===== config.mk =====
export PLATFORM = sky130hd
export DESIGN_NAME = hazard_halt_unit
export DESIGN_NICKNAME = d
export VERILOG_FILES = /design/src/rtl/hazard_halt_unit_pkg.sv /design/src/rtl/hazard_halt_unit_slot_pipe.sv /design/src/rtl/hazard_halt_unit.sv
export SDC_FILE = /design/constraint.sdc
export NUM_CORES = 1
export LEC_CHECK = 0
export BUFFER_PORTS_ARGS = -buffer_cell sky130_fd_sc_hd__buf_2
export CORE_MARGIN = 10
export CORE_UTILIZATION = 45
export DETAILED_ROUTE_END_ITERATION = 8
export GPL_TIMING_DRIVEN = 0
export HOLD_SLACK_MARGIN = 0.1
export PLACE_DENSITY = 0.76
export SYNTH_ARGS = -nofsm -noshare
export SYNTH_HDL_FRONTEND = slang
export SYNTH_SLANG_ARGS = --single-unit
export TNS_END_PERCENT = 5

===== constraint.sdc =====
create_clock -name clk -period 2.05 [get_ports clk]
set_clock_uncertainty 0.05 [all_clocks]
set_input_delay 0.1025 -clock clk [delete_from_list [all_inputs] [get_ports clk]]
set_output_delay 0.1025 -clock clk [all_outputs]
set_load 0.005 [all_outputs]

===== src/rtl/hazard_halt_unit_pkg.sv =====
// Shared types and constants for the hazard/halt unit: shadow slot layout,
// halt FSM states and the register indices the hazard compare cares about.
package hazard_halt_unit_pkg;

  localparam int          HALT_CODE_DEF = 10;
  localparam int          ECALL_REG_DEF = 17;
  localparam logic [4:0]  REG_X0        = 5'd0;

  typedef struct packed {
    logic       valid;
    logic [4:0] rd;
    logic       reg_write;
    logic       mem_read;
  } slot_t;

  localparam slot_t SLOT_BUBBLE = '{valid: 1'b0, rd: REG_X0, reg_write: 1'b0, mem_read: 1'b0};

  typedef enum logic [1:0] {
    ST_RUN    = 2'd0,
    ST_DRAIN  = 2'd1,
    ST_HALTED = 2'd2
  } state_t;

  // x0 is hardwired, so a write to it can never be a producer.
  function automatic logic slot_hit(input slot_t s, input logic [4:0] src);
    return s.valid & s.reg_write & (s.rd != REG_X0) & (s.rd == src);
  endfunction

endpackage


===== src/rtl/hazard_halt_unit_slot_pipe.sv =====
// Three-deep shadow of the EX/MEM/WB destination fields; a bubble enters EX
// whenever the ID instruction does not advance.
module hazard_slot_pipe
  import hazard_halt_unit_pkg::*;
(
  input  logic  clk,
  input  logic  reset,
  input  logic  i_load,
  input  slot_t i_slot,
  output slot_t o_ex,
  output slot_t o_mem,
  output slot_t o_wb
);

  slot_t r_ex;
  slot_t r_mem;
  slot_t r_wb;

  always_ff @(posedge clk) begin
    if (reset) begin
      r_ex  <= SLOT_BUBBLE;
      r_mem <= SLOT_BUBBLE;
      r_wb  <= SLOT_BUBBLE;
    end else begin
      r_wb  <= r_mem;
      r_mem <= r_ex;
      r_ex  <= i_load ? i_slot : SLOT_BUBBLE;
    end
  end

  assign o_ex  = r_ex;
  assign o_mem = r_mem;
  assign o_wb  = r_wb;

endmodule


===== src/rtl/hazard_halt_unit.sv =====
// ID-side hazard detector: load-use and ecall/x17 stalls, plus the halt
// ecall drain sequence and a saturating stall-cycle counter.
//
// state     | meaning
// ----------+-----------------------------------------------------------
// ST_RUN    | normal issue; stalls evaluated, halt ecall detected
// ST_DRAIN  | halt seen; fetch frozen while older instructions retire
// ST_HALTED | terminal until reset; is_halted asserted
module hazard_halt_unit
  import hazard_halt_unit_pkg::*;
#(
  parameter int HALT_CODE    = HALT_CODE_DEF,
  parameter int ECALL_REG    = ECALL_REG_DEF,
  parameter int DRAIN_CYCLES = 3,
  parameter int CNT_W        = 32
) (
  input  logic             clk,
  input  logic             reset,
  input  logic             id_valid,
  input  logic [4:0]       id_rs1,
  input  logic [4:0]       id_rs2,
  input  logic             id_use_rs1,
  input  logic             id_use_rs2,
  input  logic [4:0]       id_rd,
  input  logic             id_reg_write,
  input  logic             id_mem_read,
  input  logic             id_is_ecall,
  input  logic [31:0]      id_x17_data,
  input  logic             flush,
  output logic             stall,
  output logic             pc_write,
  output logic             if_id_write,
  output logic             halt_pending,
  output logic             is_halted,
  output logic [CNT_W-1:0] stall_count
);

  localparam int          DCNT_W     = (DRAIN_CYCLES > 1) ? $clog2(DRAIN_CYCLES) : 1;
  localparam logic [DCNT_W-1:0] DRAIN_LOAD = DCNT_W'(DRAIN_CYCLES - 1);
  localparam logic [4:0]  ECALL_IDX  = 5'(ECALL_REG);
  localparam logic [31:0] HALT_VAL   = 32'(HALT_CODE);

  state_t             r_state;
  state_t             w_state_nxt;
  logic [DCNT_W-1:0]  r_drain_cnt;
  logic [DCNT_W-1:0]  w_drain_cnt_nxt;
  logic [CNT_W-1:0]   r_stall_count;

  slot_t w_ex;
  slot_t w_mem;
  slot_t w_wb;
  slot_t w_id_slot;
  logic  w_unused_wb;

  logic w_run;
  logic w_load_use;
  logic w_ecall_hz;
  logic w_stall;
  logic w_halt_detect;
  logic w_ex_load;

  assign w_run = (r_state == ST_RUN);

  assign w_load_use = w_ex.mem_read &
                      ((id_use_rs1 & slot_hit(w_ex, id_rs1)) |
                       (id_use_rs2 & slot_hit(w_ex, id_rs2)));

  // x17 from an ALU op in EX is not yet forwardable to ID; a load in MEM
  // still has no data, so it costs a second cycle.
  assign w_ecall_hz = id_is_ecall &
                      (slot_hit(w_ex, ECALL_IDX) |
                       (w_mem.mem_read & slot_hit(w_mem, ECALL_IDX)));

  assign w_stall = id_valid & w_run & ~flush & (w_load_use | w_ecall_hz);

  assign w_halt_detect = w_run & id_valid & id_is_ecall & ~w_stall & ~flush &
                         (id_x17_data == HALT_VAL);

  // The halting ecall itself is not tracked; it enters EX as a bubble.
  assign w_ex_load = id_valid & ~w_stall & ~flush & w_run & ~w_halt_detect;

  assign w_id_slot = '{valid: 1'b1, rd: id_rd, reg_write: id_reg_write, mem_read: id_mem_read};

  hazard_slot_pipe u_slot_pipe (
    .clk    (clk),
    .reset  (reset),
    .i_load (w_ex_load),
    .i_slot (w_id_slot),
    .o_ex   (w_ex),
    .o_mem  (w_mem),
    .o_wb   (w_wb)
  );

  assign w_unused_wb = ^w_wb;

  always_ff @(posedge clk) begin
    if (reset) begin
      r_state     <= ST_RUN;
      r_drain_cnt <= '0;
    end else begin
      r_state     <= w_state_nxt;
      r_drain_cnt <= w_drain_cnt_nxt;
    end
  end

  always_comb begin
    w_state_nxt     = r_state;
    w_drain_cnt_nxt = r_drain_cnt;
    case (r_state)
      ST_RUN: begin
        if (w_halt_detect) begin
          w_state_nxt     = ST_DRAIN;
          w_drain_cnt_nxt = DRAIN_LOAD;
        end
      end
      ST_DRAIN: begin
        if (r_drain_cnt == '0) begin
          w_state_nxt = ST_HALTED;
        end else begin
          w_drain_cnt_nxt = r_drain_cnt - DCNT_W'(1);
        end
      end
      ST_HALTED: begin
        w_state_nxt = ST_HALTED;
      end
      default: begin
        w_state_nxt     = ST_RUN;
        w_drain_cnt_nxt = '0;
      end
    endcase
  end

  always_ff @(posedge clk) begin
    if (reset) begin
      r_stall_count <= '0;
    end else if (w_stall && (r_stall_count != {CNT_W{1'b1}})) begin
      r_stall_count <= r_stall_count + CNT_W'(1);
    end
  end

  assign stall        = w_stall;
  assign halt_pending = ~w_run;
  assign is_halted    = (r_state == ST_HALTED);
  assign pc_write     = ~w_stall & w_run;
  assign if_id_write  = ~w_stall & w_run;
  assign stall_count  = r_stall_count;

endmodule


==> impl_metrics.py, run 1 <==
metrics = {
    "final_layout": {
        "regArea_sq_um": 1080,
        "fin_cells": 524,
        "multiInputGateArea_sq_um": 1880,
        "nFillCells": 441,
        "syn_to_final_growth_pct": 49.2,
        "nets": 509,
        "diodes": 0,
        "drive_above_1_share_pct": 44.3,
    },
    "floorplanning": {
        "die-width_microns": 98.1,
        "core_area_sq_um": 5920,
        "num_io_pins": 93,
        "die_height_microns": 98.1,
        "num_rows": 28,
        "die-area_sq_um": 9620,
        "start_util_pct": 46.3,
    },
    "worst_setup_path": {
        "critical_path_class": "flop to flop",
        "crit_chain": "inv_2, ha_4, inv_4, nor3b_4, and2_4, a22oi_2, clkbuf_8, buf_12, nor4_4, mux2_4",
        "crit_path_end_kind": "flop",
        "cp_slowest_cell": "mux2_4",
        "startpoint": "r_state[0]",
        "slowest_delay_ns": 0.34,
        "start_kind": "flop",
        "critical_path_buf_inv_count": 4,
        "cp.arrival_ns": 2.34,
        "path_delay_family": "simple AND/OR/NAND/NOR gates",
        "r2r_cells": 10,
        "crit_cells": 10,
        "worstPathMaxFanout": 5,
        "r2r-start": "r_state[0]",
        "crit_required_ns": 2.21,
    },
    "hold_path": {
        "hp-class": "input pin to flop",
        "worstHoldStart": "id_valid",
        "hold_depth": 5,
    },
    "route": {
        "drc": 0,
        "dr.pass1.iters": 4,
        "drt_wl_total_microns": 9120,
        "routed_via_density": 5.71,
        "routed-via-count": 2993,
        "drt_iter0_drc": 152,
        "antenna_left": 0,
        "routedWlPerCell_microns": 17.4,
    },
    "outcome": {
        "failed_checks": "setup timing",
        "outcome": "complete, but fails checks",
    },
    "place": {
        "dp_hpwl_microns": 6110,
        "placed_cells": 484,
        "preCtsSetupSlack_ns": -0.474,
        "gp_congestion": 0.829,
        "port_buffers": 92,
    },
    "sta": {
        "setup_violations": 21,
        "period_needed_ns": 2.18,
        "finalHoldViolCount": 0,
        "fmax_mhz": 458,
        "setup_ws_ns": -0.133,
        "rsz0062_at_grt": "true",
        "final_max_slew_viol_count": 0,
        "relSlewSlack_pct": 61.2,
        "period_share_pct": 106,
        "tightest_slew_ns": 0.576,
    },
    "global_route": {
        "grt_usage_pct": 17.5,
        "grt_use_met3_pct": 3.31,
        "grt_util_met2_pct": 31.4,
        "grt_first_pass_wirelength_microns": 14300,
        "top_usage_layer": "met2",
        "grt_overflow": 0,
        "grt_pass1_vias": 2938,
        "grt_max_degree": 17,
        "antenna_found_initial": 0,
        "use_met1_pct": 20.1,
    },
    "cts": {
        "cts_tree": "yes",
        "cts_root_buf": "clkbuf_8",
        "clkTransAtPathRegs_ns": 0.10,
        "htree_levels": 2,
        "clk_latency_ns": 0.32,
        "cts.sink_count": 52,
        "numCtsBuffers": 5,
        "cts_buffer_depth": 2,
    },
    "logic_synthesis": {
        "synth_top_cell_area_share_pct": 37.9,
        "syn_inst": 317,
        "synth_area_leaders": "dfxtp_1 (38%), or4_1 (4.9%), a21oi_1 (4.6%)",
        "synth_edf_count": 0,
        "syn_area_sq_um": 2740,
        "synth_cell_type_count": 47,
        "synth_top_flop_cell": "dfxtp_1",
        "ys_ff_latch": 52,
        "yosysMostFrequentCell": "dfxtp_1",
        "synth_nets": 378,
        "synth_top_cells_by_count": "dfxtp_1 (52), a21oi_1 (25), nand2_1 (19), nor2_1 (18), or4_1 (18)",
        "yosys.area.top_type": "dfxtp_1",
        "synth.avg_cell_area_sq_um": 8.66,
        "synthArstFlopShare_pct": 0,
        "yosysWarnings": 0,
        "synth-seq-area-share_pct": 37.9,
    },
    "power_and_ir_drop": {
        "leakagePower_nw": 1.62,
        "peakVddDrop_uv": 353,
        "power_density_nw_per_um2": 459,
    },
    "flow_run": {
        "cap_violations": 0,
    },
}
-- stage by stage --
| stage | total power, W | TNS (ns) | hold WS [ns] | util [%] | cell area (sq um) |
|---|---|---|---|---|---|
| floorplan | 0.00109 | -0.593 | 0.174 | - | 2830 |
| CTS | 0.00188 | -0.564 | 0.237 | 66.7 | 3950 |
| detailed placement | 0.00115 | -12.76 | 0.255 | 57.2 | 3390 |
| global route | 0.00193 | -4.28 | 0.321 | 69.1 | 4090 |
| finish | 0.00188 | -0.914 | 0.294 | 69.1 | 4090 |
| global placement | 0.00115 | -12.15 | 0.254 | 57.2 | 3390 |
-- timing repair --
| item | CTS | global route |
|---|---|---|
| gates cloned | 2 | 0 |
| endpoints found under the hold margin | 8 | 0 |
| gates resized for setup | 56 | 27 |
| setup buffers | 17 | 5 |
| pin swaps | 38 | 17 |
| endpoints found under the setup margin | 33 | 35 |
| hold buffers | 8 | 0 |
-- layout make-up --
type / instances / share of cell area (%)
Tap cell: 75 / 2.29
Inverter: 9 / 0.887
Timing Repair Buffer: 124 / 18.4
Buffer: 17 / 3.45
Sequential cell: 52 / 26.3
Multi-Input combinational cell: 239 / 46.0
Clock inverter: 2 / 0.948
Clock buffer: 6 / 1.77
-- metal layers --
layer  up-vias  share of wire (%)
li1       1456                  -
met1      1424                 40
met2        97                 53
met3        16                5.4
met4         0                1.9
met5         -                  0
-- registers in the layout (all words and copies together), names as in the netlist --
register           cells
r_state                2
u_slot_pipe.o_ex       8
u_slot_pipe.o_mem      8
stall_count           32
r_drain_cnt            2
-- cell usage in the layout, fill, tap and decap left out, types with 13 or more instances in the layout --
cell type / n
dfxtp_2: 13
o31ai_1: 14
nand4_1: 14
dfxtp_1: 34
buf_2: 94
a21oi_1: 24
nand2_1: 17
nor2b_1: 16
buf_4: 22
nor2_1: 17
or4_1: 17
-- power by group --
group	internal [W]	total, W	switching [W]
registers	0.00101	0.00102	0.00000680
clock network	0.000369	0.000727	0.000358
logic	0.0000763	0.000135	0.0000586
total	0.00146	0.00188	0.000424
-- final timing paths --
check / to / slack, ns
worst max-delay path: stall_count[13] / -0.13
worst min-delay path: r_state[0] / 0.29
worst max register to register: stall_count[13] / -0.13
worst min register to register: u_slot_pipe.o_mem[0] / 0.43
-- worst register-to-register path, stage by stage, from the launching register on --
cell and delay [ns]:
dfxtp_2 0.33, inv_2 0.07, ha_4 0.15, inv_4 0.04, nor3b_4 0.21, and2_4 0.17, a22oi_2 0.06, clkbuf_8 0.17
buf_12 0.14, nor4_4 0.33, mux2_4 0.34
-- kinds of logic after synthesis --
| logic type | share of synthesized area (%) |
|---|---|
| xor+xnor | 3.19 |
| mux | 4.01 |
| simple gates | 34.0 |
| buf+inv | 4.15 |
| fa+ha+maj | 2.28 |
| flops | 37.9 |
| compound gates | 14.4 |
No activity file was read; power rests on OpenSTA's default activity.
==> run 2: changes to the inputs <==
--- a/config.mk
+++ b/config.mk
@@ -5,13 +5,14 @@
 export SDC_FILE = /design/constraint.sdc
 export NUM_CORES = 1
 export LEC_CHECK = 0
-export BUFFER_PORTS_ARGS = -buffer_cell sky130_fd_sc_hd__buf_2
 export CORE_MARGIN = 10
-export CORE_UTILIZATION = 45
+export CORE_UTILIZATION = 56
+export CTS_CLUSTER_DIAMETER = 40
 export DETAILED_ROUTE_END_ITERATION = 8
+export DONT_BUFFER_PORTS = 1
 export GPL_TIMING_DRIVEN = 0
 export HOLD_SLACK_MARGIN = 0.1
-export PLACE_DENSITY = 0.76
+export PLACE_DENSITY = 0.74
 export SYNTH_ARGS = -nofsm -noshare
 export SYNTH_HDL_FRONTEND = slang
 export SYNTH_SLANG_ARGS = --single-unit
==> impl_metrics.py, run 2 (synthesis gave the netlist of run 1 again) <==
metrics = {
    "worst_setup_path": {
        "path_delay_family": "simple AND/OR/NAND/NOR gates",
        "startpoint": "stall_count[2]",
        "cp.arrival_ns": 2.40,
        "start_kind": "flop",
        "crit_path_end_kind": "flop",
        "cp_slowest_cell": "or4b_1",
        "critical_path_buf_inv_count": 1,
        "crit_required_ns": 2.23,
        "r2r-start": "stall_count[2]",
        "crit_chain": "nand3_2, nor3_4, nand4_1, buf_4, nor2_1, or4b_1, a21oi_1",
        "slowest_delay_ns": 0.47,
        "critical_path_class": "flop to flop",
        "worstPathMaxFanout": 7,
    },
    "sta": {
        "period_share_pct": 108,
        "period_needed_ns": 2.22,
        "final_max_slew_viol_count": 0,
        "setup_violations": 32,
        "tightest_slew_ns": 0.551,
        "setup_tns_ns": -2.36,
        "whs_ns": 0.149,
        "setup_ws_ns": -0.170,
        "relSlewSlack_pct": 63.0,
        "rsz0062_at_grt": "true",
        "finalHoldViolCount": 0,
        "fmax_mhz": 451,
    },
    "floorplanning": {
        "die_height_microns": 90,
        "core_area_sq_um": 4720,
        "start_util_pct": 58.1,
        "die-width_microns": 90,
        "num_io_pins": 93,
        "die-area_sq_um": 8100,
        "num_rows": 25,
    },
    "cts": {
        "clk_latency_ns": 0.31,
        "htree_levels": 2,
        "cts_tree": "yes",
        "numCtsBuffers": 5,
        "cts_buffer_depth": 2,
        "clkTransAtPathRegs_ns": 0.10,
        "cts_root_buf": "clkbuf_8",
        "cts.sink_count": 52,
    },
    "power_and_ir_drop": {
        "leakagePower_nw": 1.19,
        "power_density_nw_per_um2": 477,
        "peakVddDrop_uv": 452,
        "finalPower_w": 0.00174,
    },
    "final_layout": {
        "drive_above_1_share_pct": 34.8,
        "final_cell_mix": "dfxtp_1 (29), a21oi_1 (22), buf_4 (21)",
        "nets": 416,
        "nFillCells": 304,
        "final_design_area_no_fill_sq_um": 3650,
        "diodes": 0,
        "final_common_cell": "dfxtp_1",
        "syn_to_final_growth_pct": 33.2,
        "largest_reg_flops": 32,
        "fin_cells": 423,
    },
    "place": {
        "placed_area_sq_um": 2920,
        "gp_congestion": 0.815,
        "dp_hpwl_microns": 5440,
        "port_buffers": 0,
        "placed_cells": 384,
    },
    "route": {
        "routed-via-count": 2715,
        "routed_via_density": 6.42,
        "antenna_left": 0,
        "drt_wl_total_microns": 8430,
        "dr.pass1.iters": 4,
        "drt_iter0_drc": 185,
        "drc": 0,
        "routedWlPerCell_microns": 19.9,
    },
    "global_route": {
        "grt_usage_pct": 19.4,
        "antenna_found_initial": 0,
        "grt_first_pass_wirelength_microns": 13600,
        "grt_max_degree": 17,
        "grt_pass1_vias": 2664,
        "grt_overflow": 0,
    },
    "outcome": {
        "failed_checks": "setup timing",
        "outcome": "complete, but fails checks",
    },
    "hold_path": {
        "hp-class": "input pin to flop",
        "worstHoldStart": "reset",
    },
    "flow_run": {
        "cap_violations": 0,
    },
}
==> run 2: cell count changes in the layout (fill, tap and decap cells not counted), sizes merged <==
cell	previous run	this run
clkbuf	14	15
clkinvlp	0	1
bufinv	1	0
clkinv	0	1
inv	10	9
buf	125	31
==> run 2: path summary, 6_finish.rpt <==
kind | to | slack (ns) | cells after the start
max | stall_count[21] | -0.17 | 7
min | u_slot_pipe.o_mem[7] | 0.15 | 2
max reg2reg | stall_count[21] | -0.17 | 7
min reg2reg | u_slot_pipe.o_mem[0] | 0.42 | 1
==> run 2: where the power goes <==
part	internal, W	total (W)	leakage (nW)	switching [W]
clock network	0.000313	0.000650	0.0523	0.000338
registers	0.00101	0.00101	0.433	0.00000639
logic	0.0000387	0.0000791	0.704	0.0000404
==> run 2: final cells by class <==
cell class                      count  area [sq um]  area share [%]
Multi-Input combinational cell    239          1910            52.3
Buffer                             17           155            4.25
Tap cell                           67          83.8            2.29
Clock buffer                        6          93.8            2.57
Inverter                            9          38.8            1.06
Sequential cell                    52          1090            29.8
Clock inverter                      2          12.5           0.342
Timing Repair Buffer               31           272            7.43
==> run 2: per-stage QoR <==
step / setup slack (ns) / util (%)
after floorplan: -0.0798 / -
after global placement: -0.514 / 61.7
after detailed placement: -0.546 / 61.7
after CTS: -0.131 / 73.1
after global routing: -0.320 / 77.4
final: -0.170 / 77.4
==> run 2: what timing repair did <==
item	CTS	global route
endpoints found under the hold margin	13	0
gates resized for setup	61	46
hold buffers	8	0
pin swaps	21	20
gates cloned	1	0
setup buffers	16	6
endpoints found under the setup margin	33	34
==> run 2: per-layer routing <==
metal	wire length (microns)	global-route usage, %	up-vias
li1	-	-	1269
met1	3290	22.0	1324
met5	0	0	-
met3	690	6.32	11
met4	76	4.24	0
met2	4370	34.4	111
==> run 3: changes to the inputs <==
--- a/config.mk
+++ b/config.mk
@@ -12,6 +12,7 @@
 export DONT_BUFFER_PORTS = 1
 export GPL_TIMING_DRIVEN = 0
 export HOLD_SLACK_MARGIN = 0.1
+export MAX_ROUTING_LAYER = met4
 export PLACE_DENSITY = 0.74
 export SYNTH_ARGS = -nofsm -noshare
 export SYNTH_HDL_FRONTEND = slang
==> impl_metrics.py, run 3 (synthesis gave the netlist of run 1 again) <==
metrics = {
    "worst_setup_path": {
        "cp.arrival_ns": 2.36,
        "start_kind": "flop",
        "critical_path_class": "flop to flop",
        "crit_path_end_kind": "flop",
        "worstPathMaxFanout": 5,
        "crit_required_ns": 2.23,
    },
    "sta": {
        "period_needed_ns": 2.18,
        "setup_ws_ns": -0.125,
        "whs_ns": 0.150,
        "finalHoldViolCount": 0,
        "fmax_mhz": 460,
        "final_max_slew_viol_count": 0,
        "period_share_pct": 106,
        "rsz0062_at_grt": "true",
        "relSlewSlack_pct": 62.4,
        "tightest_slew_ns": 0.559,
        "setup_violations": 30,
    },
    "cts": {
        "cts_buffer_depth": 2,
        "numCtsBuffers": 5,
        "htree_levels": 2,
        "cts_tree": "yes",
        "cts.sink_count": 52,
        "cts_root_buf": "clkbuf_8",
        "clk_latency_ns": 0.31,
        "clkTransAtPathRegs_ns": 0.10,
    },
    "global_route": {
        "grt_pass1_vias": 2664,
        "grt_usage_pct": 20.0,
        "grt_use_met3_pct": 6.15,
        "antenna_found_initial": 0,
        "use_met1_pct": 22.1,
        "grt_overflow": 0,
        "grt_max_degree": 17,
        "top_usage_layer": "met2",
        "grt_util_met2_pct": 34.4,
        "grt_first_pass_wirelength_microns": 13600,
    },
    "route": {
        "drc": 0,
        "routedWlPerCell_microns": 19.8,
        "routed-via-count": 2721,
        "antenna_left": 0,
        "routed_via_density": 6.45,
        "drt_iter0_drc": 148,
        "drt_wl_total_microns": 8370,
        "dr.pass1.iters": 4,
    },
    "power_and_ir_drop": {
        "finalPower_w": 0.00174,
        "combPwrFrac_pct": 4.5,
        "seqPwrFrac_pct": 58.1,
        "p_clk_share_pct": 37.4,
        "p_int_w": 0.00136,
        "peakVddDrop_uv": 452,
        "leakagePower_nw": 1.18,
        "power_density_nw_per_um2": 482,
        "p_switching_w": 0.000386,
        "p_sw_share_pct": 22.1,
    },
    "final_layout": {
        "drive_above_1_share_pct": 33.2,
        "largest_reg_flops": 32,
        "syn_to_final_growth_pct": 31.9,
        "nFillCells": 318,
        "diodes": 0,
        "final_cell_mix": "dfxtp_1 (30), a21oi_1 (23), buf_4 (20)",
        "nets": 415,
        "final_common_cell": "dfxtp_1",
    },
    "floorplanning": {
        "start_util_pct": 58.1,
        "die-area_sq_um": 8100,
        "core_area_sq_um": 4720,
        "num_rows": 25,
        "die_height_microns": 90,
        "num_io_pins": 93,
        "die-width_microns": 90,
    },
    "flow_run": {
        "cap_violations": 0,
    },
    "place": {
        "dp_hpwl_microns": 5440,
        "port_buffers": 0,
        "gp_congestion": 0.827,
    },
    "outcome": {
        "failed_checks": "setup timing",
        "outcome": "complete, but fails checks",
    },
    "hold_path": {
        "hp-class": "input pin to flop",
    },
}
run 3: final timing paths:
path                                          start                    to  slack (ns)  cells after the start
worst max register to register       stall_count[0]       stall_count[28]       -0.13                      8
worst min register to register  u_slot_pipe.o_ex[0]  u_slot_pipe.o_mem[0]        0.42                      1
worst min-delay path                          reset  u_slot_pipe.o_mem[7]        0.15                      2
worst max-delay path                 stall_count[0]       stall_count[28]       -0.13                      8
run 3: per-layer routing:
layer / routed length, microns / vias up
met4: 67 / 0
met2: 4330 / 113
met5: 0 / -
met1: 3320 / 1323
li1: - / 1276
met3: 655 / 9
run 3: final cells by class:
| class | instances | area, sq um | share of cell area, % |
|---|---|---|---|
| well taps | 67 | 83.8 | 2.32 |
| flip-flops and latches | 52 | 1090 | 30.0 |
| clock buffers | 6 | 93.8 | 2.59 |
| repair buffers | 30 | 264 | 7.29 |
| inverters | 9 | 38.8 | 1.07 |
| plain buffers | 17 | 146 | 4.04 |
| clock inverters | 2 | 12.5 | 0.346 |
| multi-input cells | 239 | 1890 | 52.3 |
run 3: critical path, cell delays in order, from the launching register on:
cell and delay, ns:
dfxtp_4 0.41, ha_4 0.16, nand2_4 0.06, nor3_4 0.27, nand4_4 0.18, buf_6 0.17, or3_4 0.37, or3_1 0.31
a21oi_1 0.11
run 3: stage by stage:
stage	cells	cell area [sq um]	util, %	setup WS (ns)	TNS (ns)
global placement	384	2920	61.7	-0.514	-13.74
finish	422	3620	76.6	-0.125	-1.68
global route	422	3620	76.6	-0.223	-4.40
floorplan	317	2830	-	-0.0798	-0.593
detailed placement	384	2920	61.7	-0.546	-14.59
CTS	417	3450	73.1	-0.131	-2.94
run 3: what timing repair did:
| item | 4_1_cts | 5_1_grt |
|---|---|---|
| pin swaps | 21 | 19 |
| resized for setup | 61 | 39 |
| cloned | 1 | 0 |
| setup endpoints to repair | 33 | 34 |
| buffers inserted | 16 | 5 |
| hold endpoints to repair | 13 | 0 |
| hold buffers | 8 | 0 |
run 3: power groups by stage:
stage | registers (W) | clock network [W] | logic (W)
detailed placement | 0.00104 | 0 | 0.0000572
global route | 0.00102 | 0.000695 | 0.0000869
global placement | 0.00104 | 0 | 0.0000561
CTS | 0.00101 | 0.000659 | 0.0000729
floorplan | 0.00104 | 0 | 0.0000463
finish | 0.00101 | 0.000653 | 0.0000785
